===== src/rtl/cp0_int_unit.sv =====
// cp0_int_unit -- coprocessor-0 interrupt/exception unit, M stage.
//
// Holds SR, Cause, EPC and PRId. Each cycle it decides whether the core must
// flush and jump to the handler.
//
// Ports:
//   clk, reset           clock, synchronous active-high reset
//   we, addr, din        mtc0 write strobe, register number, write data
//   dout                 mfc0 read data (combinational, pre-edge value)
//   vpc, bd_in           M-stage PC and branch-delay-slot flag
//   exc_code_in          pipelined exception code, 0 = none
//   hw_int               level-sensitive hardware interrupt lines
//   eret                 eret in M stage
//   req                  flush and redirect fetch to handler_pc
//   handler_pc           constant handler entry address
//   epc_out              current EPC, used for the eret redirect
module cp0_int_unit #(
    parameter logic [31:0] HANDLER_ADDR = 32'h0000_4180,
    parameter logic [31:0] PRID_VALUE   = 32'h2023_0007
) (
    input  logic        clk,
    input  logic        reset,
    input  logic        we,
    input  logic [4:0]  addr,
    input  logic [31:0] din,
    output logic [31:0] dout,
    input  logic [31:0] vpc,
    input  logic        bd_in,
    input  logic [4:0]  exc_code_in,
    input  logic [5:0]  hw_int,
    input  logic        eret,
    output logic        req,
    output logic [31:0] handler_pc,
    output logic [31:0] epc_out
);

    localparam logic [4:0] ADDR_SR    = 5'd12;
    localparam logic [4:0] ADDR_CAUSE = 5'd13;
    localparam logic [4:0] ADDR_EPC   = 5'd14;
    localparam logic [4:0] ADDR_PRID  = 5'd15;

    // SR fields
    logic [5:0]  sr_im_reg;
    logic        sr_exl_reg;
    logic        sr_ie_reg;
    // Cause fields
    logic        cause_bd_reg;
    logic [5:0]  cause_ip_reg;
    logic [4:0]  cause_exc_reg;
    // EPC
    logic [31:0] epc_reg;

    logic [5:0]  pending;
    logic        int_req;
    logic        exc_req;
    logic [31:0] sr_value;
    logic [31:0] cause_value;
    logic [31:0] epc_next;

    // One pending bit per line: raised and unmasked in IM.
    genvar gi;
    generate
        for (gi = 0; gi < 6; gi++) begin : g_pending
            assign pending[gi] = hw_int[gi] & sr_im_reg[gi];
        end
    endgenerate

    // EXL masks both sources, so a request lasts exactly one cycle.
    assign int_req = (|pending) & sr_ie_reg & ~sr_exl_reg;
    assign exc_req = (exc_code_in != 5'd0) & ~sr_exl_reg;
    assign req     = int_req | exc_req;

    // A faulting instruction in a delay slot restarts at its branch.
    assign epc_next = bd_in ? (vpc - 32'd4) : vpc;

    assign sr_value    = {16'd0, sr_im_reg, 8'd0, sr_exl_reg, sr_ie_reg};
    assign cause_value = {cause_bd_reg, 15'd0, cause_ip_reg, 3'd0,
                          cause_exc_reg, 2'd0};

    assign handler_pc = HANDLER_ADDR;
    assign epc_out    = epc_reg;

    always_comb begin
        dout = 32'd0;
        case (addr)
            ADDR_SR:    dout = sr_value;
            ADDR_CAUSE: dout = cause_value;
            ADDR_EPC:   dout = epc_reg;
            ADDR_PRID:  dout = PRID_VALUE;
            default:    dout = 32'd0;
        endcase
    end

    always_ff @(posedge clk) begin
        if (reset) begin
            sr_im_reg     <= 6'd0;
            sr_exl_reg    <= 1'b0;
            sr_ie_reg     <= 1'b0;
            cause_bd_reg  <= 1'b0;
            cause_ip_reg  <= 6'd0;
            cause_exc_reg <= 5'd0;
            epc_reg       <= 32'd0;
        end else begin
            // IP mirrors the raw lines regardless of masking or handler state.
            cause_ip_reg <= hw_int;
            if (req) begin
                // Entering the handler; any mtc0 this cycle is dropped.
                sr_exl_reg    <= 1'b1;
                cause_exc_reg <= int_req ? 5'd0 : exc_code_in;
                cause_bd_reg  <= bd_in;
                epc_reg       <= epc_next;
            end else begin
                if (eret) begin
                    sr_exl_reg <= 1'b0;
                end
                if (we) begin
                    case (addr)
                        ADDR_SR: begin
                            // eret owns EXL this cycle, so the SR write is lost.
                            if (!eret) begin
                                sr_im_reg  <= din[15:10];
                                sr_exl_reg <= din[1];
                                sr_ie_reg  <= din[0];
                            end
                        end
                        ADDR_EPC: epc_reg <= din;
                        default: ;
                    endcase
                end
            end
        end
    end

endmodule


===== config.mk =====
export PLATFORM = sky130hd
export DESIGN_NAME = cp0_int_unit
export DESIGN_NICKNAME = d
export VERILOG_FILES = /design/src/rtl/cp0_int_unit.sv
export SDC_FILE = /design/constraint.sdc
export NUM_CORES = 1
export LEC_CHECK = 0
export ABC_AREA = 1
export BUFFER_PORTS_ARGS = -buffer_cell sky130_fd_sc_hd__buf_4
export CELL_PAD_IN_SITES_DETAIL_PLACEMENT = 1
export CELL_PAD_IN_SITES_GLOBAL_PLACEMENT = 2
export CORE_MARGIN = 2
export CORE_UTILIZATION = 26
export CTS_CLUSTER_DIAMETER = 60
export DETAILED_ROUTE_END_ITERATION = 16
export PLACE_DENSITY = 0.85
export SETUP_SLACK_MARGIN = 0.15
export SLEW_MARGIN = 25
export SYNTH_ARGS = -nofsm -noshare
export SYNTH_HDL_FRONTEND = slang
export SYNTH_SLANG_ARGS = --single-unit

===== constraint.sdc =====
create_clock -name clk -period 2.37 [get_ports clk]
set_input_delay 0.1185 -clock clk [delete_from_list [all_inputs] [get_ports clk]]
set_output_delay 0.1185 -clock clk [all_outputs]
set_load 0.005 [all_outputs]

==> metrics.md, run 1 <==
| Metric | Value |
|---|---|
| Syn Inst Count | between 600 and 700 |
| Power per cell area | 454.8 mW/mm^2 |
| Resize count post-CTS | 0 |
| Routability cong. | 0.9032 |
| Async set-reset flop share out of synthesis | 0% |
| Final setup violation count | 0 |
| Initial antenna violation count | 0 |
| Synth top area share | 25.97% |
| Most area-hungry cell type in the Yosys netlist | dfxtp_1 |
| DR iter-0 viols | 221 |
| Core ar. | between 0.015 and 0.02 mm^2 |
| Initial Util | 26.47% |
| Post-Syn Area | 0.004009 mm^2 |
| Startpoint class of the critical path | register |
| Max-cap violations | 0 |
| Worst hold stages | 3 |
| 1st-pass router iterations | 4 |
| CP Max Fanout | 46 |
| Power consumption | 0.002373 W |
| Top Ports | 182 |
| Number of synthesized flops with an enable pin | 0 |
| Worst path slowest cell | dfxtp_1 |
| Global-route wire length before repair | 23140 um |
| Crit path time final | 1.860 ns |
| Achievable frequency | ~540 MHz |
| DR vias/cell | 4.592 |
| CP peak stage delay | 0.32 ns |
| Reg-to-Reg Start | sr_im_reg[5] |
| Final HPWL DP | 12090 um |
| Final Max Tran Viols | 0 |
| GRT Util Overall | 17.87% |
| Fin. Hold Viols | 0 |
| Max-slew headroom | 57.56% |
| Routed len/inst | 15.67 um |
| Worst-margin pin slew | 0.6359 ns |
| Via count | 4312 |
| Clock-pin transition on the worst setup and hold timing paths | 0.08 ns |
| HP Class | input pin to register |
| WL final | ~15000 um |
| Sequential Power Share | 42.0% |
| Crit-path cells | nand2_1 -> nand2_1 -> nor2_2 -> nand2_2 -> nand3_4 -> nand2_8 -> clkinv_8 -> nand3_2 -> nand2_1 -> nand2_1 -> nor2_1 |
| Top_reg_cell synth | dfxtp_1 |
| Gate power share | about a quarter |
| Clk sink count | 52 |
| Library cells used by synthesis | 48 |
| H-tree depth | 2 |
| Clock Latency Late Sink | about 0.3 ns |
| Leakage | 2.583 nW |
| Clk network pwr share | 31.8% |
| FF-to-FF setup slack | around 0.5 ns |
| Critical path type | register to register |
| CTS buffer count | 5 |
| Layout Skew | 0.006603 ns |
| RR Endpoint | sr_im_reg[2] |
| R2R depth | 11 |
| Post-place setup slack | roughly 0.53 ns |
| Mean post-synth cell area | 6.497 um^2 |
| Setup TNS Final | 0 ns |
| Clock tree buffer depth | 2 |
| Vias in the first global route | ~4400 |
| Final Util | around a third |
| RSZ-0062 raised after global routing | no |
| Diode count | 0 |
| CTS Hold Buffers Added | 0 |
| Max reg flops | 32 |
| CTS tree | yes |
| Root buffer cell | clkbuf_16 |
| Fin crit share | between 70% and 80% |
| Post-DRT Antenna Nets | 0 |
| CP arrival | roughly 2.1 ns |
| Die Y-Extent | 128.2 um |
| Share of layout cells above drive strength 1 | between 20% and 30% |
| Buffers on Ports | 149 |
| Placement row count | 45 |
| Main area contributors after synthesis | dfxtp_1 26%, nand2_1 15%, nor2_1 9.3% |
| Area growth, synth to finish | 30.18% |
| Peak VDD IR | 0.2417 mV |
| Postcts setup bufs | 0 |
| Drt drc | 0 |
| Cell repeated most along the worst path | nand2_1 |
| Most instantiated library cell after synthesis | nand2_1 |
| Hold EP | cause_ip_reg[5] |
| Register area share after synthesis | roughly 26% |
| GRT overflow | 0 |
| Die width | 128.2 um |
| FF+latch count, synth | 52 |
| Net Sw Frac | 32.18% |
| Critical Path End Type | register |
| Fin worst setup slack | 0.5101 ns |
| Switching pwr | 0.0007639 W |
| Final nets | between 800 and 900 |
| Power Internal | 0.001610 W |
| Die ar. | between 0.015 and 0.02 mm^2 |
| Status | finished, final reports clean |
| Hold_sp | hw_int[5] |
| CP required | ~2.6 ns |
| Synth top cells by count | 161 x nand2_1, 99 x nor2_1, 66 x inv_1, 52 x dfxtp_1, 34 x buf_4 |
| Pin count of the biggest net entering global routing | 47 |
| YS warnings | 0 |
## how the worst max path moves through the flow
stage / startpoint / to / slack, ns / cells after the start
floorplan: sr_im_reg[3] / epc_out[25] / 1.06 / 11
global placement: sr_im_reg[3] / sr_im_reg[1] / 0.62 / 11
detailed placement: sr_im_reg[5] / sr_im_reg[2] / 0.53 / 11
CTS: sr_im_reg[5] / sr_im_reg[2] / 0.49 / 11
global route: sr_im_reg[3] / sr_im_reg[2] / 0.30 / 11
finish: sr_im_reg[5] / sr_im_reg[2] / 0.51 / 11
## layer usage
metal / global-route usage, % / part of all wire (%) / vias to the layer above
li1: - / - / 2140
met1: 23.65 / 45 / 2007
met2: 30.64 / 47 / 155
met3: 3.172 / 6.9 / 10
met4: 3.426 / 1.3 / 0
met5: 0 / 0 / -
## worst max-delay path, delay by kind of cell, from the launching register on
kind	cells	cell delay, ns
and+or+nand+nor	10	1.25
buffers and inverters	1	0.22
DFF	1	0.32
## cells in the final DEF (no fill, tap or decap), types with 2 or more instances in the layout
| cell | n |
|---|---|
| inv_6 | 2 |
| xnor2_1 | 4 |
| nand3_4 | 2 |
| a21oi_2 | 6 |
| inv_4 | 2 |
| dfxtp_1 | 52 |
| inv_2 | 3 |
| nand3_1 | 20 |
| nand3b_1 | 2 |
| nor2_2 | 6 |
| nand2_2 | 3 |
| nand2_1 | 161 |
| nand4_1 | 9 |
| o21ai_1 | 20 |
| xor2_1 | 11 |
| o22ai_1 | 2 |
| o21ai_0 | 22 |
| nor2_1 | 99 |
| nor2_8 | 3 |
| nand3_2 | 4 |
| inv_1 | 66 |
| o221ai_1 | 2 |
| o211ai_1 | 4 |
| a21oi_1 | 27 |
| nand2_4 | 6 |
| a211oi_2 | 3 |
| conb_1 | 32 |
| clkbuf_16 | 5 |
| a22o_1 | 3 |
| nand2_8 | 2 |
| buf_4 | 149 |
| nor2_4 | 6 |
## cells by family after synthesis
group | count (synthesis) | share of synthesized area [%]
buffers and inverters | 126 | 17.45
DFF | 52 | 25.97
other | 2 | 0.1873
and+or+nand+nor | 327 | 38.64
adders and majority gates | 1 | 0.3121
xor gates and xnor gates | 15 | 3.277
AOI/OAI and AO/OA | 94 | 14.17
## power by group through the flow
stage          Clock (W)  Sequential [W]  Combinational (W)
2_1_floorplan          0         0.00100           0.000352
5_1_grt         0.000807         0.00101           0.000698
6_report        0.000754        0.000997           0.000622
4_1_cts         0.000779        0.000998           0.000631
3_3_place_gp           0         0.00102           0.000616
3_5_place_dp           0         0.00102           0.000629
## cell type report
cell class,instances,area (um^2)
Fill cell,1932,9927
Multi-Input combinational cell,469,2381
Timing Repair Buffer,149,1119
Sequential cell,52,1041
Inverter,73,296.5
Tap cell,188,235.2
Clock buffer,5,125.1
Clock inverter,3,21.27
## metrics by stage
step / cell area [um^2] / instances / hold slack (ns)
floorplan: 4121 / 647 / 0.2255
global placement: 5072 / 931 / 0.3386
detailed placement: 5072 / 931 / 0.3433
CTS: 5219 / 939 / 0.02567
global route: 5219 / 939 / 0.03716
finish: 5219 / 939 / 0.03026
Note: power is estimated with default switching activity, not from simulation.
==> run 2: changes to the inputs <==
--- a/config.mk
+++ b/config.mk
@@ -10,10 +10,10 @@
 export CELL_PAD_IN_SITES_DETAIL_PLACEMENT = 1
 export CELL_PAD_IN_SITES_GLOBAL_PLACEMENT = 2
 export CORE_MARGIN = 2
-export CORE_UTILIZATION = 26
+export CORE_UTILIZATION = 22
 export CTS_CLUSTER_DIAMETER = 60
 export DETAILED_ROUTE_END_ITERATION = 16
-export PLACE_DENSITY = 0.85
+export PLACE_DENSITY = 0.77
 export SETUP_SLACK_MARGIN = 0.15
 export SLEW_MARGIN = 25
 export SYNTH_ARGS = -nofsm -noshare
==> constraint.sdc (replaced) <==
create_clock -name clk -period 1.68 [get_ports clk]
set_input_delay 0.084 -clock clk [delete_from_list [all_inputs] [get_ports clk]]
set_output_delay 0.084 -clock clk [all_outputs]
set_load 0.005 [all_outputs]
==> metrics.md, run 2 (synthesis results as in run 1) <==
| Metric | Value |
|---|---|
| Max-slew headroom | 63.27% (+5.7 points) |
| Routability cong. | 0.8660 (-4.1%) |
| Root buffer cell | clkbuf_16 |
| Clk sink count | 52 (unchanged) |
| Worst-margin pin slew | 0.5503 ns (-0.08560 ns) |
| Max-cap violations | 0 (unchanged) |
| Cell repeated most along the worst path | nand2_1 |
| Drt drc | 0 (unchanged) |
| GRT Util Overall | 15.61% (-2.3 points) |
| GRT overflow | 0 (unchanged) |
| Pin count of the biggest net entering global routing | 34 (-28%) |
| DR iter-0 viols | 175 (-21%) |
| Vias in the first global route | 4259 (-2.3%) |
| Buffers on Ports | 149 (unchanged) |
| # fillers | 2297 (+19%) |
| Achievable frequency | 674.3 MHz |
| Final nets | 860 (+2.9%) |
| DR vias/cell | 4.323 (-5.9%) |
| RSZ-0062 raised after global routing | yes |
| CTS buffer count | 5 (unchanged) |
| R2R depth | 10 (-1) |
| Layout Skew | 0.006108 ns (-0.0004953 ns) |
| Top Ports | 182 (unchanged) |
| Placement row count | 49 (+8.9%) |
| Initial antenna violation count | 0 (unchanged) |
| 1st-pass router iterations | 4 (unchanged) |
| Crit-path cells | nand2_1 -> nand2_1 -> nor2_2 -> nand2_2 -> nand3_4 -> nand2_8 -> buf_12 -> buf_4 |
| Final Max Tran Viols | 0 (unchanged) |
| WL final | 15880 um (+7.9%) |
| Hold_ws | -0.0003968 ns (-0.03065 ns) |
| Crit path time final | 1.483 ns |
| Fin crit share | 88.27% |
| Max reg flops | 32 (unchanged) |
| Critical Path End Type | output pin |
| Area growth, synth to finish | 38.39% |
| Core ar. | 0.01790 mm^2 (+18%) |
| Share of layout cells above drive strength 1 | 31.35% (+3.5 points) |
| Power consumption | 0.003470 W (+46%) |
| Power per cell area | 625.4 mW/mm^2 (+38%) |
| Routed len/inst | 15.81 um (+0.88%) |
| Die Y-Extent | 139.0 um (+8.4%) |
| Critical path type | register to output pin |
| CP required | 1.60 ns (-1.01 ns) |
| Fin. Hold Viols | 1 (+1) |
| Status | finished, violations left |
| Violated checks | negative hold slack |
| Setup TNS Final | 0 ns (unchanged) |
| Clock Latency Late Sink | 0.30 ns (about the same) |
| Post-DRT Antenna Nets | 0 (unchanged) |
| Worst hold stages | 3 (unchanged) |
| CP peak stage delay | 0.32 ns (about the same) |
| Final HPWL DP | 12660 um (+4.7%) |
| Area of the multi-input gates | 0.002431 mm^2 (+2.1%) |
| HP Class | input pin to register |
| Finished Cell Area | 0.005548 mm^2 (+6.3%) |
| CP Max Fanout | 10 (-78%) |
| CTS tree | yes |
| Die ar. | 0.01932 mm^2 (+18%) |
| Storage cell area | 0.001044 mm^2 (+0.24%) |
| Clock tree buffer depth | 2 (unchanged) |
| Diode count | 0 (unchanged) |
| Placed instance area | 0.005206 mm^2 (+2.6%) |
| Final setup violation count | 0 (unchanged) |
| Peak VDD IR | 0.3564 mV (+47%) |
| Global-route wire length before repair | 23870 um (+3.2%) |
| Startpoint class of the critical path | register |
| Worst path slowest cell | dfxtp_2 |
| Via count | 4340 (+0.65%) |
| Die width | 139.0 um (+8.4%) |
| H-tree depth | 2 (unchanged) |
| Leakage | 2.723 nW (+5.4%) |
| CP arrival | 1.40 ns (-0.70 ns) |
| Clock-pin transition on the worst setup and hold timing paths | 0.08 ns (about the same) |
| Most frequent cells in the layout | 167 x buf_4, 161 x nand2_1, 99 x nor2_1 |
| Initial Util | 22.39% (-4.1 points) |
| Most common cell after layout, fill and taps aside | buf_4 |
[run 2: metal layers]
layer / GRT usage (%) / vias to the layer above / part of all wire, %
met2: 25.10 / 127 / 45
li1: - / 2193 / -
met5: 0 / - / 0
met4: 3.137 / 0 / 0.93
met3: 1.623 / 9 / 5.6
met1: 22.69 / 2011 / 49
[run 2: layout make-up]
cell class	instances	area share, %
Sequential cell	52	18.81
Multi-Input combinational cell	470	43.82
Inverter	73	5.525
Timing Repair Buffer	172	24.02
Tap cell	229	5.165
Clock inverter	3	0.4060
Clock buffer	5	2.255
[run 2: worst paths after layout]
kind / startpoint / slack [ns] / endpoint
max: sr_im_reg[1] / 0.20 / req
max reg2reg: sr_im_reg[1] / 0.23 / epc_out[20]
min: hw_int[3] / -0.0004 / cause_ip_reg[3]
min reg2reg: cause_exc_reg[4] / 0.47 / cause_exc_reg[4]
[run 2: through the flow]
step | instances | utilization, % | setup slack, ns
floorplan | 647 | - | 0.3691
finish | 1004 | 30.99 | 0.1971
global route | 1004 | 30.99 | 0.1079
detailed placement | 983 | 29.08 | 0.1061
global placement | 983 | 29.08 | 0.1245
CTS | 993 | 30.10 | 0.1385
[run 2: critical path: cells and delay by family, from the launching register on]
kind,cells,cell delay (ns)
DFF,1,0.32
buffers and inverters,2,0.29
and+or+nand+nor,6,0.48
[run 2: repair_timing]
item / 4_1_cts / 5_1_grt
hold buffers: 0 / 0
gates resized for setup: 4 / 19
pin swaps: 1 / 5
endpoints found under the setup margin: 17 / 32
cloned: 0 / 2
buffers inserted: 2 / 9
[run 2: where the power goes]
group	switching (W)	internal, W	total, W
Clock	0.000510	0.000560	0.00107
Sequential	0.0000892	0.00133	0.00142
Combinational	0.000524	0.000456	0.000980
Total	0.00112	0.00235	0.00347
